==> src/rtl/ttt_pkg.sv <==
// Shared definitions for the tic-tac-toe referee: cell codes, FSM states and win lines.
package ttt_pkg;

   localparam int unsigned NUM_CELLS = 9;

   localparam logic [1:0] CELL_EMPTY = 2'b00;
   localparam logic [1:0] CELL_P1    = 2'b01;
   localparam logic [1:0] CELL_P2    = 2'b10;

   typedef enum logic [1:0] {
      StTurn,
      StEval,
      StWin,
      StDraw
   } state_e;

   // Rows, columns, then the two diagonals, as row-major cell indices.
   localparam int unsigned WIN_LINES [8][3] = '{
      '{0, 1, 2}, '{3, 4, 5}, '{6, 7, 8},
      '{0, 3, 6}, '{1, 4, 7}, '{2, 5, 8},
      '{0, 4, 8}, '{2, 4, 6}
   };

   // Board code for a player number (0 = P1, 1 = P2).
   function automatic logic [1:0] player_code(input logic p);
      return p ? CELL_P2 : CELL_P1;
   endfunction

endpackage

==> src/rtl/ttt_line_check.sv <==
// Combinational three-in-a-line detector for a single player code.
module ttt_line_check
   import ttt_pkg::*;
(
   input  logic [2*NUM_CELLS-1:0] board,
   input  logic [1:0]             player,
   output logic                   line_hit
);

   logic [7:0] w_hits;

   for (genvar g = 0; g < 8; g++) begin : g_line
      assign w_hits[g] = (board[2*WIN_LINES[g][0] +: 2] == player) &&
                         (board[2*WIN_LINES[g][1] +: 2] == player) &&
                         (board[2*WIN_LINES[g][2] +: 2] == player);
   end

   assign line_hit = |w_hits;

endmodule

==> src/rtl/ttt_referee.sv <==
// Move-side referee: keeps the board, alternates turns, rejects illegal moves and
// reports win/draw. Optional build macro TTT_SCORE_EN adds saturating per-player
// win counters (score1/score2) that survive restart.
module ttt_referee
   import ttt_pkg::*;
#(
   parameter int unsigned INVALID_HOLD = 4,
   parameter bit          FIRST_PLAYER = 1'b0
) (
   input  logic        clk_out,
   input  logic        reset,
   input  logic        restart,
   input  logic        move_valid,
   input  logic [3:0]  move_cell,
   output logic        invalid,
   output logic        win1,
   output logic        win2,
   output logic        draw,
   output logic        turn,
`ifdef TTT_SCORE_EN
   output logic [3:0]  score1,
   output logic [3:0]  score2,
`endif
   output logic [17:0] board
);

   localparam logic [3:0] HOLD_LOAD = 4'(INVALID_HOLD);

   state_e      r_state, w_state_next;
   logic [17:0] r_board, w_board_next;
   logic [3:0]  r_move_count, w_move_count_next;
   logic [3:0]  r_hold, w_hold_next;
   logic        r_turn, w_turn_next;
   logic        r_win1, w_win1_next;
   logic        r_win2, w_win2_next;
   logic        r_draw, w_draw_next;
`ifdef TTT_SCORE_EN
   logic [3:0]  r_score1, w_score1_next;
   logic [3:0]  r_score2, w_score2_next;
`endif

   logic [1:0]           w_code;
   logic [NUM_CELLS-1:0] w_sel;
   logic [NUM_CELLS-1:0] w_occ;
   logic [17:0]          w_wr_board;
   logic                 w_reject;
   logic                 w_line_hit;

   assign w_code = player_code(r_turn);

   // Per-cell decode of the selected cell, its occupancy and the board with the move applied.
   for (genvar i = 0; i < NUM_CELLS; i++) begin : g_cell
      assign w_sel[i] = (move_cell == 4'(i));
      assign w_occ[i] = (r_board[2*i+1:2*i] != CELL_EMPTY);
      assign w_wr_board[2*i+1:2*i] = w_sel[i] ? w_code : r_board[2*i+1:2*i];
   end

   assign w_reject = (move_cell > 4'd8) || (|(w_sel & w_occ));

   // During EVAL the board already holds the move of the player in r_turn.
   ttt_line_check u_line_check (
      .board    (r_board),
      .player   (w_code),
      .line_hit (w_line_hit)
   );

   // Next-state and datapath updates; restart overrides everything else.
   always_comb begin
      w_state_next      = r_state;
      w_board_next      = r_board;
      w_move_count_next = r_move_count;
      w_turn_next       = r_turn;
      w_win1_next       = r_win1;
      w_win2_next       = r_win2;
      w_draw_next       = r_draw;
      w_hold_next       = (r_hold != 4'd0) ? r_hold - 4'd1 : 4'd0;
`ifdef TTT_SCORE_EN
      w_score1_next     = r_score1;
      w_score2_next     = r_score2;
`endif
      if (!restart) begin
         w_state_next      = StTurn;
         w_board_next      = '0;
         w_move_count_next = 4'd0;
         w_turn_next       = FIRST_PLAYER;
         w_win1_next       = 1'b0;
         w_win2_next       = 1'b0;
         w_draw_next       = 1'b0;
         w_hold_next       = 4'd0;
      end else begin
         unique case (r_state)
            StTurn: begin
               if (move_valid) begin
                  if (w_reject) begin
                     w_hold_next = HOLD_LOAD;
                  end else begin
                     w_board_next      = w_wr_board;
                     w_move_count_next = r_move_count + 4'd1;
                     w_state_next      = StEval;
                  end
               end
            end
            StEval: begin
               if (w_line_hit) begin
                  w_state_next = StWin;
                  if (r_turn) begin
                     w_win2_next = 1'b1;
`ifdef TTT_SCORE_EN
                     if (r_score2 != 4'hF) w_score2_next = r_score2 + 4'd1;
`endif
                  end else begin
                     w_win1_next = 1'b1;
`ifdef TTT_SCORE_EN
                     if (r_score1 != 4'hF) w_score1_next = r_score1 + 4'd1;
`endif
                  end
               end else if (r_move_count == 4'd9) begin
                  w_state_next = StDraw;
                  w_draw_next  = 1'b1;
               end else begin
                  w_turn_next  = ~r_turn;
                  w_state_next = StTurn;
               end
            end
            StWin, StDraw: begin
            end
            default: begin
               w_state_next = StTurn;
            end
         endcase
      end
   end

   // State registers with asynchronous active-low reset.
   always_ff @(posedge clk_out or negedge reset) begin
      if (!reset) begin
         r_state      <= StTurn;
         r_board      <= '0;
         r_move_count <= 4'd0;
         r_hold       <= 4'd0;
         r_turn       <= FIRST_PLAYER;
         r_win1       <= 1'b0;
         r_win2       <= 1'b0;
         r_draw       <= 1'b0;
`ifdef TTT_SCORE_EN
         r_score1     <= 4'd0;
         r_score2     <= 4'd0;
`endif
      end else begin
         r_state      <= w_state_next;
         r_board      <= w_board_next;
         r_move_count <= w_move_count_next;
         r_hold       <= w_hold_next;
         r_turn       <= w_turn_next;
         r_win1       <= w_win1_next;
         r_win2       <= w_win2_next;
         r_draw       <= w_draw_next;
`ifdef TTT_SCORE_EN
         r_score1     <= w_score1_next;
         r_score2     <= w_score2_next;
`endif
      end
   end

   assign invalid = (r_hold != 4'd0);
   assign win1    = r_win1;
   assign win2    = r_win2;
   assign draw    = r_draw;
   assign turn    = r_turn;
   assign board   = r_board;
`ifdef TTT_SCORE_EN
   assign score1  = r_score1;
   assign score2  = r_score2;
`endif

endmodule

==> config.mk <==
export PLATFORM = sky130hd
export DESIGN_NAME = ttt_referee
export DESIGN_NICKNAME = d
export VERILOG_FILES = /design/src/rtl/ttt_pkg.sv /design/src/rtl/ttt_line_check.sv /design/src/rtl/ttt_referee.sv
export SDC_FILE = /design/constraint.sdc
export NUM_CORES = 1
export LEC_CHECK = 0
export ABC_AREA = 1
export BUFFER_PORTS_ARGS = -buffer_cell sky130_fd_sc_hd__buf_2
export CAP_MARGIN = 10
export CORE_MARGIN = 10
export CORE_UTILIZATION = 50
export CTS_CLUSTER_SIZE = 8
export DETAILED_ROUTE_END_ITERATION = 16
export PLACE_DENSITY = 0.74
export SLEW_MARGIN = 20
export SYNTH_ARGS = -nofsm -noshare
export SYNTH_HDL_FRONTEND = slang
export SYNTH_HIERARCHICAL = 1
export SYNTH_SLANG_ARGS = --single-unit
export TNS_END_PERCENT = 50
==> constraint.sdc <==
create_clock -name clk_out -period 3.7 [get_ports clk_out]
set_input_delay 0.37 -clock clk_out [delete_from_list [all_inputs] [get_ports clk_out]]
set_output_delay 0.37 -clock clk_out [all_outputs]
set_load 0.03 [all_outputs]
==> flow_summary.ini, run 1 <==
[finish]
final_net_count = 397
fin_area_mm2 = 0.00253
n_fill_cell = 449
fin_util_pct = 57.6
multi_input_area_mm2 = 0.00121
syn_to_final_growth_pct = 10.4
regArea_um2 = 801
diodes = 0
drive_gt1_share_pct = 15.5

[clock_tree]
numCtsBuffers = 5
cts_max_level = 2
cts_tree = done
postCtsResizedCells = 0
clockBufferDepth = 2
cts_sinks = 32
insertion_delay_ns = 0.29
post_cts_buffers = 0
cts-root-buf = clkbuf_8
path_clk_slew_ns = 0.07
ctsHoldBuffers = 0

[global_route]
grt_pass1_wl_um = 10100
grt_pass1_vias = 2085
overflow = 0
grt_max_degree = 33
antenna_found_initial = 0
grt_usage_pct = 16.5

[logic_synthesis]
avgSynthCellArea_um2 = 6.41
synth-seq-cells = 32
ys.flop_type = dfrtp_1
synth_edf_count = 0
ys_warn_count = 6
synth_cell_types = 26
syn-num-nets = 368
syn_area_mm2 = 0.00229
yosysSeqAreaShare_pct = 35.0
synthCells = 357
synthArstFlopShare_pct = 100

[floorplanning]
rows = 24
core_region_area_mm2 = 0.00438
die_h_um = 87.6
start_util_pct = 52.2
die_w_um = 87.6
ioPinCount = 31
die_area_mm2 = 0.00768

[detailed_routing]
drcViolationCount = 0
wire_per_inst_um = 13.4
first_pass_iters = 5
wl_um = 5880
drt_iter0_markers = 195
ant_nets = 0
vias = 2241
viasPerCell = 5.10

[worst_setup_path]
crit_chain = inv_1 -> inv_4 -> nand2_1 -> nand2_1 -> nor2_4 -> nand3_1 -> nand2_1 -> nor2_1 -> nand2_1 -> o21ai_0 -> o21ai_0 -> nand2_1 -> o21ai_0
critical-path-top-delay-family = flip-flops
cp-start-kind = flip-flop
cp_num_buf_inv = 2
r2r-end = turn
crit_slowest_cell = dfrtp_1
worst-setup-path-type = flip-flop to flip-flop
end_kind = flip-flop
cp.depth = 13
crit_fanout = 15
required_ns = 3.87
max_stage_delay_ns = 0.74
crit_top_cell = nand2_1
r2r_slack_ns = 1.23
r2r-start = turn
rr_worst_depth = 13
cp.arrival_ns = 2.64

[power]
ir_drop_v = 0.000389
p_per_area_mw_per_mm2 = 728
cellLeakagePower_uw = 0.00146
p_total_uw = 1840

[hold_path]
hold_class = input port to asynchronous set/reset pin

[timing]
finalHoldViolCount = 0
final-setup-viol-count = 0
fmax_mhz = 404
rsz0062_at_grt = no
tightestPinTransition_ns = 0.721
fin_worst_skew_ns = 0.00749
fin_crit_sh_pct = 66.9
maxSlewHeadroom_pct = 51.9
drv_slew = 0
tns_ns = 0
period_minus_slack_ns = 2.47

[placed_design]
finalWeightedCongestion = 0.886
dpl.hpwl_um = 4350
io_buffers = 30
dpl_cell_area_mm2 = 0.00244

[job]
cap_violations = 0

[run_status]
outcome = finished, final reports clean
## report_power, final
part	total (µW)	internal [µW]	switching (µW)
sequential	607	453	154
combinational	952	292	659
clock	280	152	128
total	1840	897	942
## synthesized netlist by cell type, types with 3 or more instances
| cell type | n | area (µm²) |
|---|---|---|
| a21oi_1 | 4 | 20.0 |
| buf_6 | 4 | 45.0 |
| dfrtp_1 | 32 | 801 |
| ha_1 | 3 | 37.5 |
| inv_1 | 51 | 191 |
| nand2_1 | 134 | 503 |
| nand2_2 | 8 | 50.1 |
| nand3_1 | 52 | 260 |
| nor2_1 | 27 | 101 |
| nor2_2 | 8 | 50.1 |
| nor2_4 | 3 | 33.8 |
| o21ai_0 | 13 | 65.1 |
| xor2_1 | 3 | 26.3 |
## worst register-to-register path: stages, from the launching register on
cell	delay, ns
dfrtp_1	0.74
inv_1	0.35
inv_4	0.18
nand2_1	0.06
nand2_1	0.11
nor2_4	0.05
nand3_1	0.07
nand2_1	0.05
nor2_1	0.11
nand2_1	0.10
o21ai_0	0.22
o21ai_0	0.15
nand2_1	0.08
o21ai_0	0.09
## kinds of logic after synthesis
logic type	count (synthesis)	synth area share [%]
adders and majority gates	3	1.64
buffers and inverters	62	12.1
and+or+nand+nor	237	45.4
DFF	32	35.0
muxes	1	0.438
AOI/OAI and AO/OA	19	4.27
xor gates and xnor gates	3	1.15
## registers in the layout (all words and copies together) (netlist names)
signal / cells
r_move_count: 4
board: 18
win1: 1
r_hold: 4
win2: 1
turn: 1
draw: 1
r_state: 2
## how the worst max path moves through the flow
| stage | startpoint | endpoint | slack, ns |
|---|---|---|---|
| floorplan | turn | turn | 1.79 |
| global placement | turn | turn | 1.48 |
| detailed placement | turn | turn | 1.34 |
| CTS | turn | turn | 1.32 |
| global route | turn | turn | 1.00 |
| finish | turn | turn | 1.23 |
## area by class of cell
cell class              instances  area share (%)
inverters                      54            8.32
repair buffers                 30            5.94
clock buffers                   8            3.57
well taps                      52            2.58
multi-input cells             263            47.9
flip-flops and latches         32            31.7
## stage by stage
step	std cells	setup slack (ns)	hold slack, ns
after floorplan	357	1.79	0.0744
after global placement	431	1.48	0.417
after detailed placement	431	1.34	0.417
after CTS	439	1.32	0.156
after global routing	439	1.00	0.180
final	439	1.23	0.128
## placed cells by master, fill, tap and decap left out, types with 3 or more instances in the layout
master / Yosys / routed
nor2_1: 27 / 27
a21oi_1: 4 / 4
nand2_1: 134 / 134
inv_1: 51 / 51
clkbuf_8: 0 / 6
o21ai_0: 13 / 13
nand2_2: 8 / 8
buf_2: 2 / 30
nand3_1: 52 / 52
nor2_4: 3 / 3
xor2_1: 3 / 3
ha_1: 3 / 3
nor2_2: 8 / 8
dfrtp_1: 32 / 32
## routing by layer
layer / vias to the layer above / part of all wire (%) / track usage, %
met4: 0 / 1.4 / 5.22
met3: 10 / 7.1 / 4.09
met2: 71 / 47 / 26.3
met5: - / 0 / 0
li1: 1153 / - / -
met1: 1007 / 44 / 21.4
Power figures use the tool's default switching activity.
==> inputs of run 2 (changes only) <==
Clock period 3.7 ns to 2.32 ns, I/O delays scaled along.
==> run 2 against run 1 <==
Against the previous run:
- global-route usage shrank 0.57 points
- worst setup slack lost 0.73 ns
- final area shrank 0.25%
- first-iteration DRC count shrank 15%
- core utilization shrank 0.14 points
- largest cell class unchanged
- highest routed layer unchanged
==> flow_summary.ini, run 2 (same netlist as run 1, synthesis figures left out) <==
[placed_design]
dp.cells = 433
io_buffers = 30
finalWeightedCongestion = 0.902
dpl.hpwl_um = 4280

[worst_setup_path]
critPathLaunch = turn
crit_slowest_cell = dfrtp_1
cp.arrival_ns = 1.99
crit_chain = inv_1 -> nand2_1 -> nand2_1 -> nor2_4 -> nand3_1 -> nand2_1 -> nor2_1 -> nand2_1 -> o21ai_0 -> o21ai_0 -> nand2_1 -> o21ai_0
max_stage_delay_ns = 0.37
required_ns = 2.48
r2r-start = turn
worst-setup-path-type = flip-flop to flip-flop
cp-start-kind = flip-flop
rr_worst_depth = 12
end_kind = flip-flop
crit_top_cell = nand2_1
crit_fanout = 10
r2r_slack_ns = 0.49

[detailed_routing]
wire_per_inst_um = 13.1
ant_nets = 0
viasPerCell = 5.10
wl_um = 5720
first_pass_iters = 4
drt_iter0_markers = 166
vias = 2234
drcViolationCount = 0

[timing]
tns_ns = 0
final-setup-viol-count = 0
maxSlewHeadroom_pct = 52.0
drv_slew = 0
finalHoldViolCount = 0
whs_ns = 0.00456
tightestPinTransition_ns = 0.720
fin_crit_sh_pct = 78.8
period_minus_slack_ns = 1.83
fin_worst_skew_ns = 0.00416
rsz0062_at_grt = no
fmax_mhz = 547

[clock_tree]
numCtsBuffers = 5
post_cts_buffers = 0
path_clk_slew_ns = 0.06
cts-root-buf = clkbuf_8
clockBufferDepth = 2
cts_tree = done
cts_sinks = 32
insertion_delay_ns = 0.28
ctsHoldBuffers = 0
cts_max_level = 2
postCtsResizedCells = 0

[power]
clockPowerShare_pct = 13.1
cellLeakagePower_uw = 0.00146
p_per_area_mw_per_mm2 = 1140
swShare_pct = 51.2
p_sw_uw = 1470
ir_drop_v = 0.000559
seq_power_share_pct = 32.3
pwr-share-comb_pct = 54.6
p_int_uw = 1400

[global_route]
grt_pass1_vias = 2178
grt_pass1_wl_um = 9990
grt_max_degree = 33
antenna_found_initial = 0
overflow = 0
grt_usage_pct = 15.9

[finish]
largest_register_ff_count = 18
final_cell_mix = 134 x nand2_1, 52 x nand3_1, 51 x inv_1, 32 x dfrtp_1, 30 x buf_2
n_fill_cell = 441
final_cells = 438
regArea_um2 = 801
multi_input_area_mm2 = 0.00121
diodes = 0
syn_to_final_growth_pct = 10.2
final_net_count = 399
final_common_cell = nand2_1
drive_gt1_share_pct = 15.8

[floorplanning]
die_h_um = 87.6
die_area_mm2 = 0.00768
rows = 24
core_region_area_mm2 = 0.00438
ioPinCount = 31
die_w_um = 87.6
start_util_pct = 52.2

[run_status]
outcome = finished, final reports clean

[job]
cap_violations = 0

[hold_path]
hold_class = input port to asynchronous set/reset pin
run 2: area by class of cell:
class / count / share of cell area (%)
sequential: 32 / 31.8
multi-input combinational: 263 / 48.0
clock buffer: 5 / 2.73
timing repair buffer: 32 / 6.55
tap: 52 / 2.58
inverter: 54 / 8.34
run 2: worst max-delay path: cells and delay by family (launching register included):
kind                   cells  cell delay [ns]
buffers and inverters      1             0.27
DFF                        1             0.37
and+or+nand+nor            8             0.64
AOI/OAI and AO/OA          3             0.42
run 2: final timing paths:
path	to
max	turn
min	board[11]
min in group clk_out	r_state[0]
max in group asynchronous	board[14]
min reg2reg	r_hold[0]
max reg2reg	turn
run 2: per-stage QoR:
stage / total power [µW] / utilization, % / instance area, µm² / setup slack, ns
after floorplan: 2100 / - / 2290 / 0.410
after global placement: 2470 / 55.9 / 2450 / 0.575
after detailed placement: 2500 / 55.9 / 2450 / 0.512
after CTS: 2890 / 57.5 / 2520 / 0.497
after global routing: 3140 / 57.5 / 2520 / 0.144
final: 2870 / 57.5 / 2520 / 0.492
run 2: routing by layer:
layer	vias up	part of all wire (%)	track usage, %
met2	52	48	26.1
met1	1014	45	19.9
li1	1159	-	-
met4	0	1.8	6.96
met3	9	5.7	3.06
met5	-	0	0
run 2: power groups by stage:
stage                     logic, µW  registers, µW  clock network [µW]
final                          1570            926                 376
after global routing           1780            954                 409
after CTS                      1570            926                 387
after detailed placement       1570            935                   0
after global placement         1540            928                   0
after floorplan                 985           1120                   0
